$ cat config.mk
export PLATFORM = sky130hd
export DESIGN_NAME = uart_rx_fifo
export DESIGN_NICKNAME = d
export VERILOG_FILES = /design/src/rtl/uart_rx_fifo.sv
export SDC_FILE = /design/constraint.sdc
export NUM_CORES = 1
export LEC_CHECK = 0
export CAP_MARGIN = 20
export CORE_ASPECT_RATIO = 1.4
export CORE_UTILIZATION = 59
export CTS_CLUSTER_SIZE = 20
export DETAILED_ROUTE_END_ITERATION = 8
export PLACE_DENSITY = 0.89
export SYNTH_ARGS = -nofsm -noshare
export SYNTH_HDL_FRONTEND = slang
export SYNTH_SLANG_ARGS = --single-unit
$ cat constraint.sdc
create_clock -name clk -period 3.2 [get_ports clk]
set_input_delay 0.64 -clock clk [delete_from_list [all_inputs] [get_ports clk]]
set_output_delay 0.64 -clock clk [all_outputs]
set_load 0.05 [all_outputs]
$ cat src/rtl/uart_rx_fifo.sv
// uart_rx_fifo: circular receive buffer between a UART receiver and the host read port.
// Ports:
//   clk, reset                 - system clock; asynchronous active-high reset
//   wr_data, wr_tick           - received character and its one-cycle done strobe
//   rd_en                      - consumer request, one entry per asserted cycle
//   rd_data, rd_valid          - registered read data and its one-cycle valid pulse
//   empty, full, count         - fill status derived from the registered entry count
//   overflow, ovf_clr          - sticky dropped-write flag and its clear
// Optional macro UART_RX_FIFO_LEVEL_EN adds level_thresh (in) and level_irq (out):
//   level_irq is high while the stored count is at or above a non-zero threshold.
module uart_rx_fifo #(
  parameter int DATA_BITS = 8,
  parameter int ADDR_BITS = 4
) (
  input  logic                 clk,
  input  logic                 reset,
  input  logic [DATA_BITS-1:0] wr_data,
  input  logic                 wr_tick,
  input  logic                 rd_en,
  output logic [DATA_BITS-1:0] rd_data,
  output logic                 rd_valid,
  output logic                 empty,
  output logic                 full,
  output logic [ADDR_BITS:0]   count,
`ifdef UART_RX_FIFO_LEVEL_EN
  input  logic [ADDR_BITS:0]   level_thresh,
  output logic                 level_irq,
`endif
  output logic                 overflow,
  input  logic                 ovf_clr
);
  localparam int DEPTH = 1 << ADDR_BITS;
  logic [DATA_BITS-1:0] mem [DEPTH];
  logic [ADDR_BITS-1:0] wr_ptr, rd_ptr;
  logic [ADDR_BITS:0]   count_nxt;
  logic                 rd_acc, wr_acc, drop;
  assign empty = count == '0;
  assign full  = count == (ADDR_BITS+1)'(DEPTH);
  // A read in the same cycle frees a slot, so a write to a full FIFO is still taken.
  assign rd_acc    = rd_en & ~empty;
  assign wr_acc    = wr_tick & (~full | rd_acc);
  assign drop      = wr_tick & ~wr_acc;
  assign count_nxt = count + (ADDR_BITS+1)'(wr_acc) - (ADDR_BITS+1)'(rd_acc);
  always_ff @(posedge clk or posedge reset)
    if (reset) begin
      wr_ptr   <= '0;
      rd_ptr   <= '0;
      count    <= '0;
      overflow <= 1'b0;
      rd_valid <= 1'b0;
      rd_data  <= '0;
    end else begin
      if (wr_acc) wr_ptr <= wr_ptr + ADDR_BITS'(1);
      if (rd_acc) begin
        rd_ptr  <= rd_ptr + ADDR_BITS'(1);
        rd_data <= mem[rd_ptr];
      end
      rd_valid <= rd_acc;
      count    <= count_nxt;
      overflow <= drop | (overflow & ~ovf_clr);
    end
  always_ff @(posedge clk)
    if (wr_acc) mem[wr_ptr] <= wr_data;
`ifdef UART_RX_FIFO_LEVEL_EN
  always_ff @(posedge clk or posedge reset)
    if (reset) level_irq <= 1'b0;
    else level_irq <= (count_nxt >= level_thresh) && (level_thresh != '0);
`endif
endmodule

Word-level counts from Yosys, hierarchy flattened
Memories as Yosys holds them, arrays and structs flattened. A register that Yosys moved wholly into a read port is not among the register bits.
Index checks and enable logic that the tools add are counted.
{"block": "classes", "muxes": 2, "addsub": 4, "bitwise": 10, "eq_ne": 1, "reduce_logical": 1}
{"operator": "4-bit by 1-bit adder with 4-bit output (second input constant)", "n": 2}
{"operator": "5-bit by 1-bit adder with 5-bit output", "n": 1}
{"operator": "5-bit equality test (second input constant)", "n": 1}
{"operator": "5-bit logical NOT", "n": 1}
{"operator": "5-bit by 1-bit subtractor with 5-bit output", "n": 1}
{"operator": "1-bit AND", "n": 4}
{"operator": "1-bit NOT", "n": 4}
{"operator": "1-bit two-way mux", "n": 2}
{"operator": "1-bit bitwise OR", "n": 2}
{"block": "totals", "ram_bits": 128, "ff_bits": 15, "output_inout_bits": 17, "memories": 1}
{"memory": "mem", "depth": 16, "word_bits": 8, "rd": 1, "rd_clocked_by_memory_dff": 1, "write_ports": 1, "line": "33", "text": "logic [DATA_BITS-1:0] mem [DEPTH];"}

Longest topological paths before layout
{"block": "logic_depth", "word_depth": 8, "ltp_mapped": 12, "mapped_depth_nobuf": 12}

Worst setup path after synthesis
Ideal clock, no wire load.
{"block": "synth_path", "kind": "register to register", "startpoint": "register count[3]", "endpoint": "register count[4]", "required_ns": 3.076, "n_path_buf": 0, "path_stages_with_launch": 13, "slack_ns": 0.407, "period_less_slack_ns": 2.793, "t_arrival_ns": 2.669, "cell_sequence": "dfrtp_1 > inv_1 > ha_1 > or4b_4 > inv_2 > nor2_2 > ha_1 > inv_1 > ha_1 > fa_1 > a21oi_1 > o21bai_1 > xnor2_1"}
{"block": "synth_via", "elab_chain_cells": 7, "word_cells_on_any_way": 9}
{"item": "from (decl)", "line": "24", "text": "output logic [ADDR_BITS:0] count,"}
{"item": "from (signal assigned)", "line": "59", "text": "count <= count_nxt;"}
{"item": "5-bit logical NOT *", "line": "37", "text": "assign empty = count == '0;"}
{"item": "1-bit NOT *", "line": "40", "text": "assign rd_acc = rd_en & ~empty;"}
{"item": "1-bit AND *", "line": "40"}
{"item": "via rd_acc", "line": "36", "text": "logic rd_acc, wr_acc, drop;"}
{"item": "1-bit bitwise OR", "line": "41", "text": "assign wr_acc = wr_tick & (~full | rd_acc);"}
{"item": "1-bit AND", "line": "41"}
{"item": "5-bit by 1-bit adder with 5-bit output", "line": "43", "text": "assign count_nxt = count + (ADDR_BITS+1)'(wr_acc) - (ADDR_BITS+1)'(rd_acc);"}
{"item": "5-bit by 1-bit subtractor with 5-bit output *", "line": "43"}
{"item": "via count_nxt[4]", "line": "35", "text": "logic [ADDR_BITS:0] count_nxt;"}
Mark *: on every way through the listed nets, which the timed path passes. The rest lies on a longest branch.
A chain may end at the register's enable or synchronous reset.

Worst setup path in the final report
{"block": "layout_path", "startpoint": "register count[2]", "endpoint": "output full"}
{"block": "layout_via", "elab_chain_cells": 1}
{"item": "5-bit equality test", "line": "38", "text": "assign full = count == (ADDR_BITS+1)'(DEPTH);"}
{"item": "to (decl)", "line": "23", "text": "output logic full,"}
Every way passes these cells.

==> run_results.csv <==
group,metric,value,unit
synthesis,syn_inst,306,
synthesis,synth_edf_count,128,
synthesis,synth-compound-area-share,0.0316,
worst_setup_path,cp-end-kind,"output pin",
finish,nets,384,
synthesis,syn-num-nets,331,
timing,fin_skew,0.0106,ns
clock_tree,cts_max_level,4,
synthesis,syn_avg_cell_area,20.0,µm²
worst_setup_path,worstSetupEndpoint,"full",
synthesis,synth_most_common_cell,"edfxtp_1",
synthesis,ys_warn_count,0,
synthesis,synth_top_area_frac,0.630,
finish,syn2layout_area_growth,18.4,%
finish,fin_util,0.722,
floorplanning,core,0.0100,mm²
worst_setup_path,max_stage_delay,0.81,ns
drt,dr.pass1.iters,5,
worst_setup_path,r2r-start,"count[2]",
power,leakage,2.58,nW
clock_tree,clockBufferDepth,2,
timing,tns,0,ns
worst_setup_path,cp-startpoint,"count[2]",
worst_setup_path,worstSetupPathDepth,5,
clock_tree,clock_sinks,151,
drt,dr.first_iter.drc_count,418,
timing,slew_violations,0,
worst_setup_path,crit_chain,"inv_1, ha_1, nand4bb_1, inv_1, clkdlybuf4s50_1",
place,placed_cell_area,0.00659,mm²
synthesis,synthArstFlopShare,0.152,
timing,fin_crit,2.95,ns
grt,grt_max_degree,35,
synthesis,synthSimpleGateAreaFrac,0.0238,
clock_tree,cts-root-buf,"clkbuf_16",
synthesis,synth.distinct_cells,38,
finish,drive_gt1_frac,0.220,
drt,drc,0,
worst_hold_path,worst_hold_path_type,"reg -> reg",
grt,overflow,0,
finish,antennaDiodeCount,0,
run_status,status,"completed",
drt,post_drt_wl_per_cell,24.9,µm
power,p_total,6.95,mW
clock_tree,cts_buffers,17,
flow_run,drv_cap,0,
timing,maxSlewHeadroom,0.405,
worst_setup_path,worst_setup_path_start_kind,"flop",
timing,finalSetupViolations,0,
worst_setup_path,worstReg2RegEnd,"count[4]",
drt,detail-route-antenna-nets,0,
floorplanning,initial_core_util,0.610,
worst_setup_path,timing.critical_path.mode_cell,"inv_1",
power,peakVddDrop,0.552,mV
timing,holdWs,0.510,ns
worst_setup_path,arrival,2.31,ns
synthesis,synth.area.mux_share,0.152,
floorplanning,rows,43,
drt,routed_via_density,6.32,
clock_tree,cts_tree,"built",
worst_setup_path,cp_num_buf_inv,3,
timing,rsz0062_at_grt,"false",
place,io_buffer_count,29,
synthesis,synth_area,0.00611,mm²
worst_setup_path,crit_fanout,7,
power,p_per_area,961,mW/mm²
synthesis,synth-adder-area-share,0.0258,
timing,max_freq,339,MHz
worst_setup_path,critPathKind,"reg -> out",
synthesis,ys_seq_area_frac,0.724,
synthesis,synth_top_area_cell,"edfxtp_1",
synthesis,synthTopCellsByCount,"128 x edfxtp_1, 25 x mux4_2, 23 x dfrtp_1, 16 x mux2i_1, 12 x nor2_1",
grt,grt_pass1_wl,18700,µm
synthesis,synthFlopType,"edfxtp_1",
worst_setup_path,r2r_cells,12,
finish,final_area,0.00723,mm²
worst_setup_path,cp_top_family,"buffers and inverters",
floorplanning,ios,30,
synthesis,synthTopCellsByArea,"edfxtp_1 63%, dfrtp_1 9.4%, mux4_2 9.2%, mux4_1 3.0%, mux2i_1 2.6%",
grt,antenna_found_initial,0,
place,place_hpwl,7740,µm
synthesis,synth_top_family_by_area,"multiplexers",
drt,num_vias,3206,
timing,period_share,0.921,
timing,hold_violations,0,
worst_setup_path,regToRegSetupSlack,0.35,ns
clock_tree,insertion_delay,0.43,ns
synthesis,synth-xor-area-share,0.0143,
synthesis,ys_seq_elements,151,
floorplanning,dieArea,0.0108,mm²
grt,grt_pass1_vias,3272,
worst_setup_path,worst_ep_required_time,2.56,ns
place,gp_congestion,0.769,
grt,grt_usage,0.260,
timing,worstMarginPinSlew,0.892,ns
drt,routed_wirelength,12600,µm
floorplanning,die_x,88.0,µm
floorplanning,die_y,122,µm
worst_setup_path,slowest_stage,"clkdlybuf4s50_1",
clock_tree,clkSlewWorstSetupHoldPaths,0.07,ns
==> layout make-up <==
type                       count  area, µm²
sequential                   151       4420
fill                         570       2780
multi-input combinational    127       1510
timing repair buffer          50        447
clock buffer                  17        425
clock inverter                15        210
tap                          135        169
inverter                      12       45.0
==> metrics by stage <==
stage	worst slack, ns	std cells
floorplan	0.407	306
global placement	0.263	475
detailed placement	0.182	475
CTS	0.232	507
global route	0.136	507
finish	0.253	507
==> how the worst min path moves through the flow <==
stage / from / to / depth (start not counted)
final: overflow / overflow / 1
after global routing: overflow / overflow / 1
after CTS: overflow / overflow / 1
after detailed placement: overflow / overflow / 1
after global placement: overflow / overflow / 1
after floorplan: rd_ptr[3] / rd_ptr[3] / 1
==> power breakdown <==
group	leakage (nW)	switching (mW)	internal, mW
combinational	0.841	1.30	0.927
sequential	1.43	0.175	2.45
clock	0.308	0.894	1.20
total	2.58	2.37	4.58
==> cell usage in the layout, fill, tap and decap left out, types with 3 or more instances in the layout <==
cell type        netlist  final
buf_4                  4     21
clkbuf_16              0     17
clkdlybuf4s50_1        0     28
clkinv_8               0      3
dfrtp_1               23     23
edfxtp_1             128    128
ha_1                  11     11
inv_1                 10     10
inv_8                  0      6
mux2i_1               16     16
mux4_1                 7      7
mux4_2                25     25
nand3_1                3      3
nor2_1                12     12
nor3_1                 5      5
o211ai_1               4      4
o21ai_0                8      8
o221ai_1               8      8
xnor2_1                5      5
xor2_1                 5      5
==> state kept, by name, summed over array words and instances, names as in the netlist <==
name      flops
mem         128
rd_data       8
count         5
rd_ptr        4
wr_ptr        4
overflow      1
rd_valid      1
==> cells by family after synthesis <==
group	count (synthesis)
multiplexers	50
AND/OR/NAND/NOR	28
buffers and inverters	28
adder cells (fa/ha/maj)	12
AO/OA/AOI/OAI	27
XOR/XNOR	10
flip-flops	151
==> timing repair <==
item	4_1_cts	5_1_grt
endpoints found under the setup margin	1	0
endpoints found under the hold margin	0	0
hold buffers	0	0
buffers inserted	0	0
gates resized for setup	1	0
==> layer usage <==
layer,wire length (µm),GRT usage,up-vias
li1,-,-,1337
met4,541,0.149,0
met1,4580,0.310,1628
met2,6680,0.432,201
met5,0,0,-
met3,833,0.0592,40
Note: power is estimated with default switching activity, not from simulation.
